==> src/rtl/data_memory_port.sv <==
// rtl/data_memory_port.sv - initiator side of the CPU data-memory interface
// One load or store per request; out-of-range addresses fault without touching memory.
module data_memory_port #(
  parameter int WORD_SIZE = 16,
  parameter int ADDR_BITS = 10
) (
  input  logic                 clk,
  input  logic                 reset,
  input  logic                 req_valid,
  output logic                 req_ready,
  input  logic                 req_write,
  input  logic [WORD_SIZE-1:0] req_addr,
  input  logic [WORD_SIZE-1:0] req_data,
  output logic                 resp_valid,
  input  logic                 resp_ready,
  output logic [WORD_SIZE-1:0] resp_data,
  output logic                 resp_fault,
  output logic [WORD_SIZE-1:0] memaddr,
  output logic [WORD_SIZE-1:0] memval,
  output logic                 memget,
  output logic                 memset,
  input  logic [WORD_SIZE-1:0] memout
);

  typedef enum logic [2:0] {
    IDLE,
    STORE,
    LOAD,
    LOAD_WAIT,
    RESP
  } state_t;

  state_t               state_q, state_d;
  logic                 ready_q, ready_d;
  logic [WORD_SIZE-1:0] addr_q, addr_d;
  logic [WORD_SIZE-1:0] val_q, val_d;
  logic [WORD_SIZE-1:0] rdata_q, rdata_d;
  logic                 fault_q, fault_d;
  logic                 accept;
  logic                 addr_fault;

  assign accept     = (state_q == IDLE) && ready_q && req_valid;
  assign addr_fault = |req_addr[WORD_SIZE-1:ADDR_BITS];

  always_comb begin
    state_d = state_q;
    addr_d  = addr_q;
    val_d   = val_q;
    rdata_d = rdata_q;
    fault_d = fault_q;
    case (state_q)
      IDLE: begin
        if (accept) begin
          rdata_d = '0;
          fault_d = addr_fault;
          if (addr_fault) begin
            state_d = RESP;
          end else if (req_write) begin
            addr_d  = req_addr;
            val_d   = req_data;
            state_d = STORE;
          end else begin
            addr_d  = req_addr;
            state_d = LOAD;
          end
        end
      end
      STORE:     state_d = RESP;
      LOAD:      state_d = LOAD_WAIT;
      LOAD_WAIT: begin
        // Memory registers its read on the LOAD->LOAD_WAIT edge, so memout is valid here.
        rdata_d = memout;
        state_d = RESP;
      end
      RESP: begin
        if (resp_ready) state_d = IDLE;
      end
      default:   state_d = IDLE;
    endcase
    // Registered so req_ready reads 0 for the whole reset assertion.
    ready_d = (state_d == IDLE);
  end

  always_ff @(posedge clk or posedge reset) begin
    if (reset) begin
      state_q <= IDLE;
      ready_q <= 1'b0;
      addr_q  <= '0;
      val_q   <= '0;
      rdata_q <= '0;
      fault_q <= 1'b0;
    end else begin
      state_q <= state_d;
      ready_q <= ready_d;
      addr_q  <= addr_d;
      val_q   <= val_d;
      rdata_q <= rdata_d;
      fault_q <= fault_d;
    end
  end

  assign req_ready  = ready_q;
  assign resp_valid = (state_q == RESP);
  assign resp_data  = rdata_q;
  assign resp_fault = fault_q;
  assign memaddr    = addr_q;
  assign memval     = val_q;
  assign memget     = (state_q == LOAD);
  assign memset     = (state_q == STORE);

endmodule

==> config.mk <==
export PLATFORM = sky130hd
export DESIGN_NAME = data_memory_port
export DESIGN_NICKNAME = d
export VERILOG_FILES = /design/src/rtl/data_memory_port.sv
export SDC_FILE = /design/constraint.sdc
export NUM_CORES = 1
export LEC_CHECK = 0
export ABC_CLOCK_PERIOD_IN_PS = 3500
export BUFFER_PORTS_ARGS = -buffer_cell sky130_fd_sc_hd__buf_2
export CAP_MARGIN = 5
export CORE_ASPECT_RATIO = 0.6
export CORE_MARGIN = 1
export CORE_UTILIZATION = 51
export CTS_BUF_LIST = sky130_fd_sc_hd__clkbuf_4
export CTS_CLUSTER_SIZE = 25
export DETAILED_ROUTE_END_ITERATION = 6
export PLACE_DENSITY = 0.87
export SETUP_SLACK_MARGIN = 0.2
export SLEW_MARGIN = 10
export SYNTH_ARGS = -nofsm -noshare
export SYNTH_HDL_FRONTEND = slang
export SYNTH_SLANG_ARGS = --single-unit
==> constraint.sdc <==
create_clock -name clk -period 3.5 [get_ports clk]
set_clock_uncertainty 0.15 [all_clocks]
set_input_delay 0.875 -clock clk [delete_from_list [all_inputs] [get_ports clk]]
set_output_delay 0.875 -clock clk [all_outputs]
set_load 0.02 [all_outputs]
==> run metrics <==
status finished, final reports clean; area grow syn2layout 26.1%; Worst Setup Path Type reg2out; Antenna Nets Post-Route 0; RD Place Congestion 0.725; Pleak about 1.6 nW; Synth Register Bits between 50 and 60; final hold vios 0; synth cell count leaders dfrtp_1 (53), nand2_1 (32), o21ai_0 (19); DIE AREA between 4000 and 5000 um^2; DP Wirelength roughly 3200 um; worst vdd ir 0.256 mV; post-CTS sizing 0; die width just under 90 um; Most used DFF post-synth dfrtp_1; Finished Layout Cells roughly 330; most common cell in the netlist dfrtp_1; sequential cell area fraction in the yosys report roughly three fifths; share of layout cells above drive strength 1 between 50% and 60%; Ys Warns 0; startpoint types flip-flop; Initial Utilization around 53%; initial antenna violation count 0; top cell type's share of synthesized area approximately three fifths; Post-synth ARST share 100%; CTS buffer count 5; Syn Inst Count between 150 and 200; wire per inst roughly 13 um; top cell type by total area after synthesis dfrtp_1; clk slew on worst S/H paths approximately 130 ps; pwr/cell area around 440 nW/um^2; I/O Pins 106; CP arrival between 1500 and 2000 ps; Cells after DPL between 300 and 400; RSZ-0062 raised after global routing false; later-pin clock latency in the skew report 350 ps; fmax 381 MHz; Hold Crit Class reg2reg; synth unique cells 30; Tot GR Track Use about a fifth; Syn Area/Cell between 10 and 15 um^2; die height approximately 53 um; Critical Path End Type primary output; via count around 1600; vias in the first global route about 1500; GR peak layer met2; largest net degree at the start of global routing 54; Synth area leaders dfrtp_1 (60%), mux2_2 (8.2%), mux2_4 (6.8%); worst slew pin tran around 1100 ps; met2 usage between 30 and 40%; Syn Nets roughly 220; Period minus WS final 2630 ps; DRC errors left 0; EDFF count, synth 0; DR pass1 iterations 4; I/O Buffers 105; Iter 0 DRT Violations 37; grt met3 use roughly 8.1%; GRT met1 Usage about a quarter; # hold bufs at CTS 0; ant diodes 0; vias per cell between 4 and 5; H-tree levels 2; fin crit share roughly 75%; CORE AREA ~4100 um^2; final-stage net count 326; Final Max Slew Viols 0; Post-Syn Area 2200 um^2; GRT Residual Overflow 0; final setup violating endpoints 0; final WL approximately 4300 um; largest driver fanout on the critical path 9; Worst EP required ~2500 ps; post-CTS setup buffer count 0; Longest Clk Path Bufs 2; Setup TNS 0 ps; Sink Count 53; max cap viols 0; CTS tree built; Max-slew headroom about 30%; num rows 18; Root Buffer clkbuf_4; first-pass GRT wire length 6930 um
## registers in the layout (all words and copies together), names as in the netlist
register / cells
resp_data: 16
req_ready: 1
memaddr: 16
state_q: 3
resp_fault: 1
memval: 16
## worst max-delay path: stages (launching register included)
cell and delay, ps:
dfrtp_1 500, or3b_2 530, inv_1 70, buf_2 150
## placed cells by master, fill, tap and decap left out
master	n
a211oi_1	1
and2_1	7
and3b_1	2
and4_1	1
buf_2	105
buf_4	1
clkbuf_4	6
clkinv_1	1
dfrtp_1	53
inv_1	2
inv_2	1
mux2_2	16
mux2_4	10
nand2_1	32
nand2b_1	1
nand3b_1	1
nand4_4	1
nor2_1	2
nor2_4	1
nor2b_1	1
nor3b_1	2
nor4_2	1
nor4b_4	1
o211a_1	1
o21a_1	1
o21ai_0	19
o31a_1	1
or3b_2	1
or4b_1	1
## layout make-up
cell class                 count  area, um^2
multi-input combinational    104         779
fill                         310        1350
clock buffer                   6        45.0
inverter                       3        11.3
sequential                    53        1330
timing repair buffer         106         533
clock inverter                 1        3.75
tap                           60        75.1
## logic make-up after synthesis
logic type,share of synthesized area [%]
AOI/OAI and AO/OA,5.86
buffers and inverters,4.27
DFF,60.3
muxes,15.0
and+or+nand+nor,14.6
## worst paths after layout
check,startpoint,endpoint,slack (ps),depth (start not counted)
max in group asynchronous,reset,memval[14]$_DFFE_PP0P_,1940,2
min in group asynchronous,reset,memaddr[1]$_DFFE_PP0P_,610,2
hold reg to reg,memaddr[15]$_DFFE_PP0P_,memaddr[15]$_DFFE_PP0P_,350,1
hold / removal,memaddr[15]$_DFFE_PP0P_,memaddr[15]$_DFFE_PP0P_,350,1
setup / recovery,state_q[0]$_DFF_PP0_,memget,870,3
setup reg to reg,state_q[0]$_DFF_PP0_,memval[9]$_DFFE_PP0P_,1290,4
## through the flow
step | util [%] | cell area (um^2) | worst slack, ps | hold slack, ps | power (mW)
floorplan | - | 2200 | 1130 | 443 | 0.888
global placement | 66.1 | 2730 | 749 | 314 | 0.974
detailed placement | 66.1 | 2730 | 666 | 315 | 0.982
CTS | 67.3 | 2770 | 857 | 351 | 1.23
global route | 67.3 | 2770 | 768 | 356 | 1.28
finish | 67.3 | 2770 | 875 | 351 | 1.22
## power breakdown
| part | leakage, nW | switching [mW] | internal, mW | total (mW) |
|---|---|---|---|---|
| sequential | 0.726 | 0.0394 | 0.657 | 0.696 |
| combinational | 0.810 | 0.151 | 0.123 | 0.274 |
| clock | 0.0292 | 0.169 | 0.0812 | 0.250 |
## layer usage
| metal | vias up | wire (um) |
|---|---|---|
| met5 | - | 0 |
| met3 | 5 | 352 |
| met1 | 785 | 2090 |
| met2 | 72 | 1860 |
| met4 | 0 | 42 |
| li1 | 777 | - |
(Power assumes the default switching activity.)
